### config.mk
export PLATFORM = sky130hd
export DESIGN_NAME = alu_share_sequencer
export DESIGN_NICKNAME = d
export VERILOG_FILES = /design/src/rtl/alu_ctrl_pkg.sv /design/src/rtl/alu_core.sv /design/src/rtl/alu_share_sequencer.sv
export SDC_FILE = /design/constraint.sdc
export NUM_CORES = 1
export LEC_CHECK = 0
export CAP_MARGIN = 20
export CORE_MARGIN = 5
export CORE_UTILIZATION = 35
export DETAILED_ROUTE_END_ITERATION = 10
export GPL_TIMING_DRIVEN = 0
export SLEW_MARGIN = 20
export SYNTH_ARGS = -nofsm -noshare
export SYNTH_HDL_FRONTEND = slang
export SYNTH_SLANG_ARGS = --single-unit
### constraint.sdc
create_clock -name clock -period 4.3 [get_ports clock]
set_input_delay 0.645 -clock clock [delete_from_list [all_inputs] [get_ports clock]]
set_output_delay 0.645 -clock clock [all_outputs]
set_load 0.01 [all_outputs]
### src/rtl/alu_ctrl_pkg.sv
// Shared constants for the ALU sharing sequencer: function codes, FSM states, result width.
package alu_ctrl_pkg;

  localparam int DEF_WIDTH = 4;
  localparam int RSP_W     = 2 * DEF_WIDTH;

  typedef enum logic [2:0] {
    FN_ADDC = 3'b000,
    FN_ADD  = 3'b001,
    FN_SEXT = 3'b010,
    FN_OR   = 3'b011,
    FN_AND  = 3'b100,
    FN_CAT  = 3'b101,
    FN_MUL  = 3'b110,
    FN_ZERO = 3'b111
  } func_e;

  typedef enum logic [1:0] {
    IDLE = 2'b00,
    EXEC = 2'b01,
    MUL  = 2'b10,
    RESP = 2'b11
  } state_e;

endpackage

### src/rtl/alu_core.sv
// Combinational decode of the single-cycle function codes; the multiply lives in the sequencer.
module alu_core
  import alu_ctrl_pkg::*;
#(
  parameter int WIDTH = DEF_WIDTH
) (
  input  logic [WIDTH-1:0]   a,
  input  logic [WIDTH-1:0]   b,
  input  logic [2:0]         func,
  output logic [2*WIDTH-1:0] result
);

  logic [WIDTH:0]     carry;
  logic [WIDTH-1:0]   ripple_sum;
  logic [2*WIDTH-1:0] add_sum;

  // Explicit bit-by-bit ripple-carry adder for code 000
  always_comb begin
    carry      = '0;
    ripple_sum = '0;
    for (int i = 0; i < WIDTH; i++) begin
      ripple_sum[i] = a[i] ^ b[i] ^ carry[i];
      carry[i+1]    = (a[i] & b[i]) | (carry[i] & (a[i] ^ b[i]));
    end
  end

  assign add_sum = {{WIDTH{1'b0}}, a} + {{WIDTH{1'b0}}, b};

  // Function-code decode; multiply and unused codes return zero here
  always_comb begin
    result = '0;
    case (func)
      FN_ADDC: result = {{(WIDTH-1){1'b0}}, carry[WIDTH], ripple_sum};
      FN_ADD:  result = add_sum;
      FN_SEXT: result = {{WIDTH{b[WIDTH-1]}}, b};
      FN_OR:   result[0] = |{a, b};
      FN_AND:  result[0] = &{a, b};
      FN_CAT:  result = {a, b};
      default: result = '0;
    endcase
  end

endmodule

### src/rtl/alu_share_sequencer.sv
// Shares one ALU between two requesters: round-robin arbiter, operand registers,
// single-cycle or shift-add multiply sequencing, and a held valid/ready response.
module alu_share_sequencer
  import alu_ctrl_pkg::*;
#(
  parameter int WIDTH = DEF_WIDTH
) (
  input  logic               clock,
  input  logic               resetn,
  input  logic               rq0_valid,
  output logic               rq0_ready,
  input  logic [WIDTH-1:0]   rq0_a,
  input  logic [WIDTH-1:0]   rq0_b,
  input  logic [2:0]         rq0_func,
  input  logic               rq1_valid,
  output logic               rq1_ready,
  input  logic [WIDTH-1:0]   rq1_a,
  input  logic [WIDTH-1:0]   rq1_b,
  input  logic [2:0]         rq1_func,
  output logic               rsp_valid,
  input  logic               rsp_ready,
  output logic               rsp_id,
  output logic [2*WIDTH-1:0] rsp_data,
  output logic               busy
);

  localparam int RW = 2 * WIDTH;
  localparam int CW = (WIDTH > 1) ? $clog2(WIDTH) : 1;
  localparam logic [CW-1:0] LAST_ITER = CW'(WIDTH - 1);

  state_e state, state_next;

  // grant is a registered pointer so neither ready ever depends on any valid
  // combinationally; a lone requester is pointed at one cycle after it appears,
  // and when nobody (or everybody) is asking it rests on the tie winner.
  logic grant, grant_next;
  logic last_grant, last_now;
  logic accept;

  logic [WIDTH-1:0] sel_a, sel_b;
  logic [2:0]       sel_func;
  logic [WIDTH-1:0] op_a, op_b;
  logic [2:0]       op_func;
  logic [RW-1:0]    mcand;
  logic [CW-1:0]    count;
  logic [RW-1:0]    core_result;

  assign rq0_ready = resetn && (state == IDLE) && !grant;
  assign rq1_ready = resetn && (state == IDLE) && grant;
  assign accept    = (rq0_valid && rq0_ready) || (rq1_valid && rq1_ready);

  assign sel_a    = grant ? rq1_a    : rq0_a;
  assign sel_b    = grant ? rq1_b    : rq0_b;
  assign sel_func = grant ? rq1_func : rq0_func;

  alu_core #(.WIDTH(WIDTH)) u_core (
    .a      (op_a),
    .b      (op_b),
    .func   (op_func),
    .result (core_result)
  );

  // Pick who the arbiter points at next cycle from current requests and history
  always_comb begin
    last_now = accept ? grant : last_grant;
    if (rq0_valid && !rq1_valid)      grant_next = 1'b0;
    else if (rq1_valid && !rq0_valid) grant_next = 1'b1;
    else                              grant_next = !last_now;
  end

  // Control registers: FSM state, grant pointer, round-robin history
  always_ff @(posedge clock or negedge resetn) begin
    if (!resetn) begin
      state      <= IDLE;
      grant      <= 1'b0;
      last_grant <= 1'b1;
    end else begin
      state <= state_next;
      grant <= grant_next;
      if (accept) last_grant <= grant;
    end
  end

  // Next-state and status outputs of the sequencing FSM
  always_comb begin
    state_next = state;
    rsp_valid  = 1'b0;
    busy       = 1'b1;
    case (state)
      IDLE: begin
        busy = 1'b0;
        if (accept) state_next = (sel_func == FN_MUL) ? MUL : EXEC;
      end
      EXEC: state_next = RESP;
      MUL:  if (count == LAST_ITER) state_next = RESP;
      RESP: begin
        rsp_valid = 1'b1;
        if (rsp_ready) state_next = IDLE;
      end
      default: state_next = IDLE;
    endcase
  end

  // Datapath: capture operands on accept, register results, run shift-add multiply in rsp_data
  always_ff @(posedge clock or negedge resetn) begin
    if (!resetn) begin
      op_a     <= '0;
      op_b     <= '0;
      op_func  <= '0;
      mcand    <= '0;
      count    <= '0;
      rsp_data <= '0;
      rsp_id   <= 1'b0;
    end else begin
      case (state)
        IDLE: begin
          if (accept) begin
            op_a     <= sel_a;
            op_b     <= sel_b;
            op_func  <= sel_func;
            mcand    <= {{WIDTH{1'b0}}, sel_a};
            count    <= '0;
            rsp_data <= '0;
            rsp_id   <= grant;
          end
        end
        EXEC: rsp_data <= core_result;
        MUL: begin
          if (op_b[count]) rsp_data <= rsp_data + mcand;
          mcand <= mcand << 1;
          count <= count + CW'(1);
        end
        default: ;
      endcase
    end
  end

endmodule

; After elaboration in Yosys (flattened, before gate mapping)
; Cells that the tools add are included.
[word_totals]
regBits = 34
latch_bits = 0
ramBits = 0
rom_bits = 0
inputBits = 27
out_inout_bits = 13
wordCells = 92
n_memories = 0
[op_classes]
addsub = 3
n_mul = 0
div = 0
magnitude_cmp = 1
n_eq_ne = 14
shifts = 0
muxes = 24
bitwise_logic = 17
n_reduce_logical = 23
[op_table]
columns = cell, count
row1 = 7-bit case mux with 4 select lines, 1
row2 = 8-bit 2-to-1 mux, 3
row3 = 8-bit case mux with 3 select lines, 1
row4 = 8-bit case mux with 2 select lines, 1
row5 = 2-bit 2-to-1 mux, 5
row6 = 3-bit == test (second input constant), 3
row7 = 8-bit adder, 1
row8 = 4-bit 2-to-1 mux, 2
row9 = 2-bit inequality test (second input constant), 4
row10 = 2-bit case mux with 4 select lines, 1
row11 = 8-bit AND reduction, 1
row12 = 8-bit OR reduction, 1
row13 = 1-bit bitwise AND, 7
row14 = 1-bit logical AND, 7
row15 = 1-bit bitwise XOR, 7
row16 = 2-bit == test (second input constant), 3
row17 = 3-bit by 2-bit == test with 1-bit output (second input constant), 2
row18 = 1-bit 2-to-1 mux, 6
row19 = 3-bit AND reduction, 2
row20 = 4-bit by 4-bit adder with 5-bit output, 1
row21 = 1-bit case mux with 5 select lines, 1
row22 = 1-bit logical NOT, 4
row23 = 2-bit case mux with 2 select lines, 1
row24 = 2-bit AND reduction, 2
row25 = 13 further kinds, 15

; Logic depth before layout (Yosys ltp)
[depth]
ltp_word = 9
ltp_mapped = 10
depth_no_buf = 10

; Modules after synthesis
; Synthesis repeated with hierarchy kept, for this count alone.
[hier_totals]
cells_unflattened = 272
area_unflattened_um2 = 2516.2
[by_module_without_submodules]
columns = module, instances, cells_per_inst, area_per_inst_um2, seq_area_each_um2
row1 = alu_share_sequencer, 1, 216, 2092.0, 852.1
row2 = alu_core, 1, 56, 424.2, 0.0

; Worst setup path after synthesis
; Ideal clock, no wire load.
[synth_path]
path_type = flip-flop to flip-flop
from = reg op_b[0]
to = reg rsp_data[3]
setup_ns = 0.064
t_arrival_ns = 2.557
t_required_ns = 4.236
slack_ns = 1.679
path_stages_with_launch = 10
n_path_buf = 0
synth_period_minus_slack_ns = 2.621
path_cell_list = dfrtp_1 -> ha_1 -> fa_1 -> fa_1 -> inv_1 -> fa_1 -> or4_1 -> o311a_1 -> o21ai_0 -> a31o_2
[synth_via]
elab_chain_len = 8
word_cells_on_any_way = 13
cone_classes = add/sub (1) / eq/ne (1) / mux (4) / bitwise (6) / reduce/logical (1)
[synth_lines]
columns = item, line
row1 = start: declaration, alu_share_sequencer.sv:42  ; logic [WIDTH-1:0] op_a, op_b;
row2 = start signal: assignment, alu_share_sequencer.sv:119  ; op_b <= sel_b;
row3 = 1-bit bitwise AND (2 in series), alu_core.sv:23  ; carry[i+1] = (a[i] & b[i]) | (carry[i] & (a[i] ^ b[i]));
row4 = 1-bit OR, alu_core.sv:23
row5 = 1-bit bitwise AND, alu_core.sv:23
row6 = 1-bit OR, alu_core.sv:23
row7 = 1-bit bitwise XOR, alu_core.sv:22  ; ripple_sum[i] = a[i] ^ b[i] ^ carry[i];
row8 = 7-bit case mux with 4 select lines, alu_core.sv:32  ; case (func)
row9 = 8-bit case mux with 3 select lines, alu_share_sequencer.sv:115  ; case (state)
row10 = end signal: assignment, alu_share_sequencer.sv:127  ; EXEC: rsp_data <= core_result;
row11 = end signal: assignment, alu_share_sequencer.sv:129  ; if (op_b[count]) rsp_data <= rsp_data + mcand;
row12 = end: declaration, alu_share_sequencer.sv:23  ; output logic [2*WIDTH-1:0] rsp_data,
; Parallel ways exist; a longest one is shown, timed or not. The select of a mux whose other input is x is not followed.
; A chain may end at the register's enable or synchronous reset.

; Worst setup path after layout
[layout_path]
from = reg op_a[0]
to = reg rsp_data[3]
[layout_via]
elab_chain_len = 8
word_cells_on_any_way = 9
cone_classes = add/sub (1) / mux (2) / bitwise (6)
[layout_lines]
columns = item, line
row1 = start: declaration, alu_share_sequencer.sv:42
row2 = start signal: assignment, alu_share_sequencer.sv:118  ; op_a <= sel_a;
row3 = 1-bit bitwise AND (2 in series), alu_core.sv:23
row4 = 1-bit OR, alu_core.sv:23
row5 = 1-bit bitwise AND, alu_core.sv:23
row6 = 1-bit OR, alu_core.sv:23
row7 = 1-bit bitwise XOR, alu_core.sv:22
row8 = 7-bit case mux with 4 select lines (*), alu_core.sv:32
row9 = 8-bit case mux with 3 select lines (*), alu_share_sequencer.sv:115
; Every way passes the cells marked *; elsewhere a longest branch is shown, timed or not.

==> metrics.md <==
| Metric | Value |
|---|---|
| Status | `finished, final reports clean` |
| Post-synth EDFFs | `0` |
| Vias in the first global route | `2146` |
| Final setup TNS | `0 ps` |
| Post_cts resized | `0` |
| Worst R2R Path Depth | `9` |
| Fillers | `706` |
| Leakage power | `1.40 nW` |
| Post-synth top flop | `dfrtp_1` |
| Area growth syn-to-layout | `27.1%` |
| Slew Limit Fails | `0` |
| Grt peak-use layer | `met2` |
| WP data required | `4530 ps` |
| CTS Buffer Depth | `2` |
| Wire per inst | `14.9 µm` |
| Post-synth top area cell | `dfrtp_1` |
| Final min period | `2870 ps` |
| Pin count of the biggest net entering global routing | `24` |
| Vias per cell | `5.23` |
| Commonest cells in the netlist | `33 x dfrtp_1, 26 x nand2_1, 24 x a21oi_1, 23 x nor2_1, 19 x o21ai_0` |
| Root cell of the clock tree | `clkbuf_8` |
| Die height | `94.0 µm` |
| H-tree Lvls | `2` |
| DRC Markers | `0` |
| Ports | `40` |
| Met1 usage | `20.1%` |
| Met2 Use GR | `22.9%` |
| Antenna cells | `0` |
| Post-synth cell types | `53` |
| Hold buffers post-CTS | `0` |
| # setup viols final | `0` |
| Clk_skew | `6.08 ps` |
| Unrepaired setup endpoints after global routing | `false` |
| Gr usage total | `14.8%` |
| Clock Sinks | `34` |
| Most instantiated library cell after synthesis | `dfrtp_1` |
| Post-synthesis cell count | `273` |
| Post-Syn Area | `2470 µm²` |
| Avg Synthesized Cell Area | `9.05 µm²` |
| Hold Crit Class | `input pin to async pin` |
| Drt pass-1 iters | `4` |
| Site Rows | `30` |
| Top cell type's share of synthesized area | `33.4%` |
| GRT Residual Overflow | `0` |
| CP Launch Type | `flop` |
| Final WL | `6.22 mm` |
| Peak supply drop | `0.277 mV` |
| Worst-path clk slew | `80 ps` |
| Initial core utilization | `36.2%` |
| Worst-Margin Slew | `639 ps` |
| Post-Syn Nets | `321` |
| Synth top area cells | `dfrtp_1 33%, ha_1 8.6%, a21oi_1 4.9%` |
| NumNets Final | `368` |
| Width of the die | `94.0 µm` |
| P per Cell Area | `714 nW/µm²` |
| CP Max Fanout | `5` |
| Vias | `2182` |
| Met3 Use GR | `3.53%` |
| Number of CTS-inserted buffers | `5` |
| Slew headroom | `57.4%` |
| Final Core Density | `46.0%` |
| Sequential area share after synthesis | `34.5%` |
| Setup Buffers After CTS | `0` |
| DP Wirelength | `4.88 mm` |
| Crit end category | `flop` |
| Fmax | `348 MHz` |
| Fin crit share | `66.9%` |
| Worst EP arrival | `3110 ps` |
| Critical path class | `flop to flop` |
| Global-route wire length before repair | `10.3 mm` |
| Ys async rst share | `100%` |
| Antenna viol nets, final | `0` |
| CTS tree | `done` |
| Initial antenna violation count | `0` |
| Max_cap viols | `0` |
| Die ar. | `8840 µm²` |
| Final hold vios | `0` |
| Starting DRT DRC Count | `118` |
| # port buffers | `39` |
| Worst skew pair latency | `290 ps` |
| Routability cong. | `0.809` |
| Core box area | `6830 µm²` |
| Ys Warns | `0` |
| FF+latch count, synth | `34` |
| Share of cells above drive strength 1 | `7.48%` |
## power by group
group	internal (mW)	switching [mW]	leakage (nW)
Sequential	0.452	0.170	0.416
Clock	0.232	0.132	0.0683
Combinational	0.580	0.677	0.917
Total	1.26	0.979	1.40
## cell usage in the layout (no fill, tap or decap), types with 4 or more instances in the layout
cell type,Yosys,routed
clkdlybuf4s50_1,0,38
dfrtp_1,33,33
nand2_1,26,26
a21oi_1,24,24
nor2_1,23,23
o21ai_0,19,19
ha_1,17,17
inv_1,14,14
mux2i_1,12,12
clkbuf_1,8,8
a22o_1,7,7
nand3_1,6,6
o21a_1,5,5
clkbuf_8,0,5
and3b_1,4,4
nor2b_1,4,4
mux2_2,4,4
nor3_1,4,4
a21o_1,4,4
nand4_1,4,4
fa_1,4,4
## through the flow
step / instances / setup WS [ps] / hold WS [ps] / cell area [µm²] / total power, mW
floorplan: 273 / 1680 / 349 / 2470 / 1.51
global placement: 408 / 125 / 475 / 2980 / 1.87
detailed placement: 409 / 1440 / 486 / 3000 / 1.89
CTS: 417 / 1390 / 279 / 3140 / 2.26
global route: 417 / 1320 / 296 / 3140 / 2.46
finish: 417 / 1430 / 270 / 3140 / 2.24
## logic make-up (layout without fill, tap and decap cells)
logic type / after synthesis / count (layout) / synth area share (%)
AND/OR/NAND/NOR: 89 / 89 / 18.1
AO/OA/AOI/OAI: 82 / 82 / 22.0
flip-flops: 34 / 34 / 34.5
buffers and inverters: 26 / 74 / 4.61
adder cells (fa/ha/maj): 21 / 21 / 11.8
multiplexers: 17 / 17 / 7.59
XOR/XNOR: 4 / 4 / 1.42
## worst max-delay path, stage by stage (launching register included)
cell and delay (ps):
dfrtp_1 450, ha_1 260, fa_1 410, fa_1 380
inv_1 70, fa_1 400, or4_1 400, o311a_1 130
o21ai_0 120, a31o_2 190
## layout make-up
| cell class | count | area (µm²) | area share (%) |
|---|---|---|---|
| buffer | 12 | 61.3 | 1.95 |
| timing repair buffer | 40 | 413 | 13.1 |
| multi-input combinational | 213 | 1510 | 47.9 |
| clock inverter | 3 | 68.8 | 2.19 |
| inverter | 14 | 52.6 | 1.67 |
| sequential | 34 | 852 | 27.1 |
| clock buffer | 5 | 68.8 | 2.19 |
| tap | 96 | 120 | 3.82 |
## state kept, by name (all words and copies together), names as in the netlist
| name | cells |
|---|---|
| count | 2 |
| op_func | 3 |
| op_b | 4 |
| mcand | 8 |
| op_a | 4 |
| grant | 1 |
| last_grant | 1 |
| state | 2 |
| rsp_data | 8 |
| rsp_id | 1 |
## final timing paths
path / from / endpoint / slack [ps]
setup / recovery: op_a[0] / rsp_data[3] / 1430
hold / removal: resetn / state[1] / 270
setup reg to reg: op_a[0] / rsp_data[3] / 1430
hold reg to reg: last_grant / last_grant / 490
max in group asynchronous: resetn / last_grant / 3520
min in group clock: last_grant / last_grant / 490
## per-layer routing
layer | up-vias | part of all wire (%)
met5 | - | 0
met4 | 0 | 1.7
met3 | 12 | 5.2
met2 | 54 | 45
met1 | 1019 | 48
li1 | 1097 | -
Power figures use the tool's default switching activity.
